## config.mk

```make
export PLATFORM = sky130hd
export DESIGN_NAME = bf_expand_sched_flat
export DESIGN_NICKNAME = d
export VERILOG_FILES = /design/src/rtl/bf_expand_sched_pkg.sv /design/src/rtl/bf_expand_sched_if.sv /design/src/rtl/bf_expand_sched_addr.sv /design/src/rtl/bf_expand_sched.sv /design/src/flat_wrapper.sv
export SDC_FILE = /design/constraint.sdc
export NUM_CORES = 1
export LEC_CHECK = 0
export CAP_MARGIN = 20
export CORE_MARGIN = 8
export CORE_UTILIZATION = 40
export DETAILED_ROUTE_END_ITERATION = 16
export PLACE_DENSITY_LB_ADDON = 0.05
export SLEW_MARGIN = 25
export SYNTH_ARGS = -nofsm -noshare
export SYNTH_HDL_FRONTEND = slang
export SYNTH_HIERARCHICAL = 1
export SYNTH_SLANG_ARGS = --single-unit
```

## constraint.sdc

```tcl
create_clock -name clk -period 2.4 [get_ports clk]
set_input_delay 0.36 -clock clk [delete_from_list [all_inputs] [get_ports clk]]
set_output_delay 0.36 -clock clk [all_outputs]
set_load 0.005 [all_outputs]
```

## src/rtl/bf_expand_sched_pkg.sv

```systemverilog
// -----------------------------------------------------------------------------
// bf_expand_sched_pkg
// Shared constants, state encoding and the salt word-select helper for the
// bcrypt ExpandKey/Expand0 scheduler.
// -----------------------------------------------------------------------------
package bf_expand_sched_pkg;

  // SRAM word address of P[0] and S[0]
  localparam logic [11:0] P_BASE = 12'd4000;
  localparam logic [11:0] S_BASE = 12'd0;

  // Block encryptions per pass: 9 cover P[0..17], 512 cover S[0..1023]
  localparam int unsigned N_BLOCKS = 521;
  localparam int unsigned BLK_W    = 10;

  localparam logic [BLK_W-1:0] P_BLOCKS = 10'd9;
  localparam logic [BLK_W-1:0] LAST_BLK = BLK_W'(N_BLOCKS - 1);

  typedef enum logic [2:0] {
    ST_IDLE  = 3'd0,
    ST_LOAD  = 3'd1,
    ST_START = 3'd2,
    ST_WAIT  = 3'd3,
    ST_WR_L  = 3'd4,
    ST_WR_R  = 3'd5,
    ST_FIN   = 3'd6
  } sched_state_t;

  // Salt word select: word0 is the most significant 32 bits
  function automatic logic [31:0] salt_word(input logic [127:0] salt, input logic [1:0] idx);
    logic [31:0] w;
    case (idx)
      2'd0:    w = salt[127:96];
      2'd1:    w = salt[95:64];
      2'd2:    w = salt[63:32];
      default: w = salt[31:0];
    endcase
    return w;
  endfunction

endpackage

```

## src/rtl/bf_expand_sched_if.sv

```systemverilog
// -----------------------------------------------------------------------------
// bf_expand_sched_if
// Feistel handshake plus SRAM write-side bus of the expand scheduler.
//   fe_start/fe_L/fe_R          scheduler -> feistel block request
//   fe_resultL/fe_resultR/fe_done feistel -> scheduler completion
//   sram_sel_fe                 SRAM A/B mux select (1 = feistel reads)
//   wr_addr/wr_data/wr_cs_l/wr_we_l  mirrored SRAM write port
// master = scheduler side, slave = feistel/SRAM side.
// -----------------------------------------------------------------------------
interface bf_expand_sched_if;
  logic        fe_start;
  logic [31:0] fe_L;
  logic [31:0] fe_R;
  logic [31:0] fe_resultL;
  logic [31:0] fe_resultR;
  logic        fe_done;
  logic        sram_sel_fe;
  logic [11:0] wr_addr;
  logic [31:0] wr_data;
  logic        wr_cs_l;
  logic        wr_we_l;

  modport master (
    output fe_start, fe_L, fe_R, sram_sel_fe, wr_addr, wr_data, wr_cs_l, wr_we_l,
    input  fe_resultL, fe_resultR, fe_done
  );

  modport slave (
    input  fe_start, fe_L, fe_R, sram_sel_fe, wr_addr, wr_data, wr_cs_l, wr_we_l,
    output fe_resultL, fe_resultR, fe_done
  );
endinterface

```

## src/rtl/bf_expand_sched_addr.sv

```systemverilog
// -----------------------------------------------------------------------------
// bf_expand_sched_addr
// Maps the block index to the SRAM word address of its left half and flags
// the final block of the pass.
//   blk   in  10  block index 0..520
//   addr  out 12  P_BASE+2*blk for blk<9, else S_BASE+2*(blk-9)
//   last  out 1   blk is the final block
// -----------------------------------------------------------------------------
module bf_expand_sched_addr
  import bf_expand_sched_pkg::*;
(
  input  logic [BLK_W-1:0] blk,
  output logic [11:0]      addr,
  output logic             last
);

  logic [11:0]      base_s;
  logic [BLK_W-1:0] blk_off_s;

  // Select the table (P or S) and the block offset within it
  always_comb begin
    base_s    = P_BASE;
    blk_off_s = blk;
    if (blk < P_BLOCKS) begin
      base_s    = P_BASE;
      blk_off_s = blk;
    end else begin
      base_s    = S_BASE;
      blk_off_s = blk - P_BLOCKS;
    end
    // Two words per block; in-range values never wrap 12 bits
    addr = base_s + {1'b0, blk_off_s, 1'b0};
  end

  assign last = (blk == LAST_BLK);

endmodule

```

## src/rtl/bf_expand_sched.sv

```systemverilog
// -----------------------------------------------------------------------------
// bf_expand_sched
// Runs one bcrypt ExpandKey/Expand0 pass: 521 chained feistel encryptions
// whose outputs overwrite P[0..17] then S[0..1023]. Owns the SRAM write side
// and hands the SRAM read ports to feistel while a block is being encrypted.
//   clk, reset_l   clock, async active-low reset
//   start          begin a pass (sampled only when idle)
//   use_salt       XOR salt words into the chain before each block
//   salt[127:0]    word0=[127:96] .. word3=[31:0], stable while busy
//   busy           pass in progress
//   done           one-cycle pulse after the last write
//   sched_bus      feistel handshake + SRAM write port (master side)
// All outputs are registered.
// -----------------------------------------------------------------------------
module bf_expand_sched
  import bf_expand_sched_pkg::*;
(
  input  logic               clk,
  input  logic               reset_l,
  input  logic               start,
  input  logic               use_salt,
  input  logic [127:0]       salt,
  output logic               busy,
  output logic               done,
  bf_expand_sched_if.master  sched_bus
);

  sched_state_t     state_r, state_s;
  logic [BLK_W-1:0] blk_r, blk_s;
  logic [31:0]      cl_r, cl_s, cr_r, cr_s;
  logic             busy_r, busy_s;
  logic             done_r, done_s;
  logic             fe_start_r, fe_start_s;
  logic [31:0]      fe_l_r, fe_l_s, fe_r_r, fe_r_s;
  logic             sel_fe_r, sel_fe_s;
  logic [11:0]      wr_addr_r, wr_addr_s;
  logic [31:0]      wr_data_r, wr_data_s;
  logic             wr_cs_l_r, wr_cs_l_s;
  logic             wr_we_l_r, wr_we_l_s;
  logic [31:0]      salt_l_s, salt_r_s;
  logic [11:0]      addr_s;
  logic             last_s;

  bf_expand_sched_addr u_addr (
    .blk  (blk_r),
    .addr (addr_s),
    .last (last_s)
  );

  // Salt words for this block: even blocks take words 0/1, odd blocks 2/3
  always_comb begin
    salt_l_s = 32'd0;
    salt_r_s = 32'd0;
    if (use_salt) begin
      salt_l_s = salt_word(salt, {blk_r[0], 1'b0});
      salt_r_s = salt_word(salt, {blk_r[0], 1'b1});
    end else begin
      salt_l_s = 32'd0;
      salt_r_s = 32'd0;
    end
  end

  // Next state and next values of every registered output
  always_comb begin
    state_s    = state_r;
    blk_s      = blk_r;
    cl_s       = cl_r;
    cr_s       = cr_r;
    busy_s     = busy_r;
    done_s     = 1'b0;
    fe_start_s = 1'b0;
    fe_l_s     = fe_l_r;
    fe_r_s     = fe_r_r;
    sel_fe_s   = 1'b0;
    wr_addr_s  = wr_addr_r;
    wr_data_s  = wr_data_r;
    wr_cs_l_s  = 1'b1;
    wr_we_l_s  = 1'b1;
    case (state_r)
      ST_IDLE: begin
        if (start) begin
          state_s = ST_LOAD;
          blk_s   = '0;
          cl_s    = 32'd0;
          cr_s    = 32'd0;
          busy_s  = 1'b1;
        end else begin
          state_s = ST_IDLE;
        end
      end
      ST_LOAD: begin
        // Block input is registered here and held until the next LOAD
        fe_l_s     = cl_r ^ salt_l_s;
        fe_r_s     = cr_r ^ salt_r_s;
        fe_start_s = 1'b1;
        sel_fe_s   = 1'b1;
        state_s    = ST_START;
      end
      ST_START: begin
        sel_fe_s = 1'b1;
        state_s  = ST_WAIT;
      end
      ST_WAIT: begin
        if (sched_bus.fe_done) begin
          // Release the SRAM in the same edge the first write strobe rises
          cl_s      = sched_bus.fe_resultL;
          cr_s      = sched_bus.fe_resultR;
          wr_addr_s = addr_s;
          wr_data_s = sched_bus.fe_resultL;
          wr_cs_l_s = 1'b0;
          wr_we_l_s = 1'b0;
          state_s   = ST_WR_L;
        end else begin
          sel_fe_s = 1'b1;
        end
      end
      ST_WR_L: begin
        wr_addr_s = addr_s + 12'd1;
        wr_data_s = cr_r;
        wr_cs_l_s = 1'b0;
        wr_we_l_s = 1'b0;
        state_s   = ST_WR_R;
      end
      ST_WR_R: begin
        if (last_s) begin
          done_s  = 1'b1;
          state_s = ST_FIN;
        end else begin
          blk_s   = blk_r + 10'd1;
          state_s = ST_LOAD;
        end
      end
      ST_FIN: begin
        busy_s  = 1'b0;
        state_s = ST_IDLE;
      end
      default: begin
        busy_s  = 1'b0;
        state_s = ST_IDLE;
      end
    endcase
  end

  // State, chain and output registers
  always_ff @(posedge clk or negedge reset_l) begin
    if (!reset_l) begin
      state_r    <= ST_IDLE;
      blk_r      <= '0;
      cl_r       <= 32'd0;
      cr_r       <= 32'd0;
      busy_r     <= 1'b0;
      done_r     <= 1'b0;
      fe_start_r <= 1'b0;
      fe_l_r     <= 32'd0;
      fe_r_r     <= 32'd0;
      sel_fe_r   <= 1'b0;
      wr_addr_r  <= 12'd0;
      wr_data_r  <= 32'd0;
      wr_cs_l_r  <= 1'b1;
      wr_we_l_r  <= 1'b1;
    end else begin
      state_r    <= state_s;
      blk_r      <= blk_s;
      cl_r       <= cl_s;
      cr_r       <= cr_s;
      busy_r     <= busy_s;
      done_r     <= done_s;
      fe_start_r <= fe_start_s;
      fe_l_r     <= fe_l_s;
      fe_r_r     <= fe_r_s;
      sel_fe_r   <= sel_fe_s;
      wr_addr_r  <= wr_addr_s;
      wr_data_r  <= wr_data_s;
      wr_cs_l_r  <= wr_cs_l_s;
      wr_we_l_r  <= wr_we_l_s;
    end
  end

  assign busy                  = busy_r;
  assign done                  = done_r;
  assign sched_bus.fe_start    = fe_start_r;
  assign sched_bus.fe_L        = fe_l_r;
  assign sched_bus.fe_R        = fe_r_r;
  assign sched_bus.sram_sel_fe = sel_fe_r;
  assign sched_bus.wr_addr     = wr_addr_r;
  assign sched_bus.wr_data     = wr_data_r;
  assign sched_bus.wr_cs_l     = wr_cs_l_r;
  assign sched_bus.wr_we_l     = wr_we_l_r;

endmodule

```

## src/flat_wrapper.sv

```systemverilog
// flat-port wrapper written by rule: the top's interface ports become plain ports
module bf_expand_sched_flat import bf_expand_sched_pkg::*;
  (clk, reset_l, start, use_salt, salt, busy, done, sched_bus_fe_start, sched_bus_fe_L, sched_bus_fe_R, sched_bus_sram_sel_fe, sched_bus_wr_addr, sched_bus_wr_data, sched_bus_wr_cs_l, sched_bus_wr_we_l, sched_bus_fe_resultL, sched_bus_fe_resultR, sched_bus_fe_done);
  bf_expand_sched_if sched_bus_i ();
  input  logic clk;
  input  logic reset_l;
  input  logic start;
  input  logic use_salt;
  input  logic [127:0] salt;
  output logic busy;
  output logic done;
  output wire logic [$bits(sched_bus_i.fe_start)-1:0] sched_bus_fe_start;
  output wire logic [$bits(sched_bus_i.fe_L)-1:0] sched_bus_fe_L;
  output wire logic [$bits(sched_bus_i.fe_R)-1:0] sched_bus_fe_R;
  output wire logic [$bits(sched_bus_i.sram_sel_fe)-1:0] sched_bus_sram_sel_fe;
  output wire logic [$bits(sched_bus_i.wr_addr)-1:0] sched_bus_wr_addr;
  output wire logic [$bits(sched_bus_i.wr_data)-1:0] sched_bus_wr_data;
  output wire logic [$bits(sched_bus_i.wr_cs_l)-1:0] sched_bus_wr_cs_l;
  output wire logic [$bits(sched_bus_i.wr_we_l)-1:0] sched_bus_wr_we_l;
  input wire logic [$bits(sched_bus_i.fe_resultL)-1:0] sched_bus_fe_resultL;
  input wire logic [$bits(sched_bus_i.fe_resultR)-1:0] sched_bus_fe_resultR;
  input wire logic [$bits(sched_bus_i.fe_done)-1:0] sched_bus_fe_done;
  assign sched_bus_fe_start = sched_bus_i.fe_start;
  assign sched_bus_fe_L = sched_bus_i.fe_L;
  assign sched_bus_fe_R = sched_bus_i.fe_R;
  assign sched_bus_sram_sel_fe = sched_bus_i.sram_sel_fe;
  assign sched_bus_wr_addr = sched_bus_i.wr_addr;
  assign sched_bus_wr_data = sched_bus_i.wr_data;
  assign sched_bus_wr_cs_l = sched_bus_i.wr_cs_l;
  assign sched_bus_wr_we_l = sched_bus_i.wr_we_l;
  assign sched_bus_i.fe_resultL = sched_bus_fe_resultL;
  assign sched_bus_i.fe_resultR = sched_bus_fe_resultR;
  assign sched_bus_i.fe_done = sched_bus_fe_done;
  bf_expand_sched u_core (.clk(clk), .reset_l(reset_l), .start(start), .use_salt(use_salt), .salt(salt), .busy(busy), .done(done), .sched_bus(sched_bus_i));
endmodule
```

==> metrics <==
status complete, no violations; Simple-Gate Fraction of Synth Area 0.1161; Slew Limit Fails 0; Post-synth EDFFs 0; Rows 56; Synth Area in Compound Gates 0.1380; total wire length slightly below 30,000 µm; Yosys Warn Count 6; Ports a little over 300; Root Buffer clkbuf_16; leakage 5.850 nW; CTS tree built; largest family of logic cells by synthesized area compound AO/OA/AOI/OAI gates; routed len/inst 19.09 µm; vias per cell between 4 and 5; CTS HTree Levels 4; first-pass GRT wire length 46,060 µm; critical-path maximum fanout 12; Final setup viols 0; clock power share 0.168; Hold Violations, Final 0; Post-route DRC 0; startpoint types flip-flop; Crit. Startpoint u_core/blk_r[6]$_DFFE_PN0P_; Gate Count Post-Synth 901; pin count of the biggest net entering global routing 94; CP endpoint kind flip-flop; Worst Tran Pin Value 696.7 ps; sequential-to-total area share from yosys stat 0.5043; Area contributors post-synth dfrtp_1, mux2_2, xor2_1; Slew HR 0.5345; clk_skew between 10 and 15 ps; cell-internal power 10.29 mW; layout net count 1,397; Reg power frac 0.352; Die ar. 28,750 µm²; fmax 0.4486 GHz; Overall Global Routing Usage 0.2052; Routed Antenna Nets 0; RSZ-0062 raised after global routing no; Hold Slack between 400 and 500 ps; period utilisation layout 0.9287; Layout Cells excl Fill between 1,500 and 2,000; GRT Residual Overflow 0; worst r2r src u_core/blk_r[6]$_DFFE_PN0P_; CTS sink cnt 190; Comb power frac 0.480; initial core utilization 0.4042; Tmin final 2229 ps; Final HPWL DP 21,870 µm; ys flop type dfrtp_1; Post-Syn Area 9430 µm²; Synth Area per Inst between 10 and 15 µm²; VDD IR max 647.2 µV; P&R area growth vs syn 43.17%; XOR/XNOR Fraction of Synth Area 0.08173; via count between 7,000 and 8,000; iteration count of the initial detailed-routing pass 5; clock slew at reported path FFs 70 ps; vias in the first global route 7,727; Worst-Skew Late Latency around 430 ps; initial DRC count 452; share of post-route cells with drive strength above 1 0.1200; cells on worst reg2reg path 7; setup bufs post-CTS 0; Longest Clk Path Bufs 2; Die Y-Extent 169.5 µm; critical path class flip-flop to flip-flop; hold crit path type primary input to async pin; Synth area leader dfrtp_1; adder-cell share of the synthesized area 0.006634; CTS buffer count 17; Async SR Flop Fraction 1.000; PD cells 1196 nW/µm²; initial antenna violation count 1; crit path DAT 2540 ps; Die Wd between 150 and 200 µm; #FFs+latches synth 190; max-cap viol count 0; switching portion of total power 0.3628; Worst EP required 2720 ps; Inst Count DP 1,494; Core ar. 23,330 µm²; post-synthesis mux area share 0.1149; GPL Wtd Cong 0.8078; Sw Pwr 5.858 mW; share of the synthesized area in the top cell type 0.5015; Port-buffer cells 310; setup TNS 0 ps; post-synth cell types slightly below 60
[cells in the final DEF, fill, tap and decap left out, types with 9 or more instances in the layout]
| cell type | netlist | layout |
|---|---|---|
| mux2_2 | 65 | 65 |
| mux2i_1 | 34 | 34 |
| dfrtp_1 | 189 | 188 |
| clkbuf_16 | 0 | 17 |
| buf_4 | 8 | 18 |
| a22o_1 | 64 | 64 |
| o21ai_0 | 45 | 45 |
| xnor2_1 | 13 | 13 |
| a21oi_1 | 73 | 73 |
| nand2_1 | 116 | 116 |
| clkdlybuf4s50_1 | 0 | 308 |
| nor2_1 | 83 | 83 |
| nand3_1 | 9 | 9 |
| xor2_1 | 75 | 75 |
| inv_1 | 9 | 9 |
[routing by layer]
layer,part of all wire,vias up,track usage
met5,0,-,0
met4,0.0092,0,0.04155
met3,0.093,15,0.08072
met2,0.44,268,0.3067
met1,0.46,3585,0.2783
li1,-,3705,-
[critical path: stages (launching register included)]
cell	delay (ps)
dfrtp_1	380
or3_4	410
or3_1	350
nor4_2	300
and4bb_4	330
nand4_1	130
xor2_1	160
nor2_1	50
[power by group through the flow]
stage	combinational (mW)	clock, mW	sequential [mW]
finish	7.74	2.72	5.68
global route	8.55	2.93	5.89
CTS	7.83	2.80	5.70
detailed placement	7.80	0	5.74
global placement	7.71	0	5.71
floorplan	4.23	0	5.63
[worst paths after layout]
| check | to | slack (ps) |
|---|---|---|
| hold / removal | u_core/sched_bus.wr_addr[8]$_DFFE_PN0P_ | 470 |
| setup reg to reg | u_core/blk_r[6]$_DFFE_PN0P_ | 170 |
| setup / recovery | u_core/blk_r[6]$_DFFE_PN0P_ | 170 |
| min in group clk | u_core/sched_bus.wr_addr[5]$_DFFE_PN0P_ | 490 |
| max in group asynchronous | u_core/blk_r[0]$_DFFE_PN0P_ | 1280 |
| hold reg to reg | u_core/sched_bus.wr_addr[5]$_DFFE_PN0P_ | 490 |
[per-stage QoR]
stage          area, µm²  setup WS [ps]  utilization  total power, mW
2_1_floorplan       9434          17.89            -            9.863
5_1_grt            13500          26.57       0.5787            17.37
6_report           13500          171.0       0.5787            16.15
3_3_place_gp       12920          184.1       0.5536            13.42
4_1_cts            13490          126.9       0.5781            16.33
3_5_place_dp       12920          136.9       0.5536            13.54
[logic make-up (layout without fill, tap and decap cells)]
kind of cell,Yosys count,after routing
flops,190,190
xor+xnor,88,88
simple gates,245,245
buf+inv,73,379
other cells,1,3
fa+ha+maj,5,5
mux,100,100
compound gates,199,199
[cell type report]
type	count	area (µm²)
Antenna cell	1	2.502
Fill cell	2095	9831
Tap cell	319	399.1
Inverter	10	37.54
Timing Repair Buffer	337	3407
Clock inverter	13	118.9
Sequential cell	190	4760
Clock buffer	19	442.9
Multi-Input combinational cell	639	4334
[synthesized netlist by cell type (all sizes together), types with 4 or more instances]
cell / number
mux2: 66
nand3: 9
o31ai: 5
xnor2: 13
nand4: 4
buf: 47
nor4: 4
inv: 10
nor2: 84
nor3: 7
nand2: 116
mux2i: 34
a21oi: 73
a22o: 64
o21ai: 48
ha: 5
dfrtp: 189
clkbuf: 16
xor2: 75
[flip-flops by register name, summed over array words and instances (netlist names), 3 cells and up]
register / cells
u_core/blk_r: 10
u_core/cl_r: 32
u_core/sched_bus.fe_R: 32
u_core/state_r: 3
u_core/sched_bus.fe_L: 32
u_core/cr_r: 32
u_core/sched_bus.wr_data: 32
u_core/sched_bus.wr_addr: 12
[timing repair]
item                                   4_1_cts  5_1_grt
hold buffers                                 1        0
gates resized for setup                      0        2
endpoints found under the hold margin       48        0
setup endpoints to repair                    0        8
No activity file was read; power rests on OpenSTA's default activity.
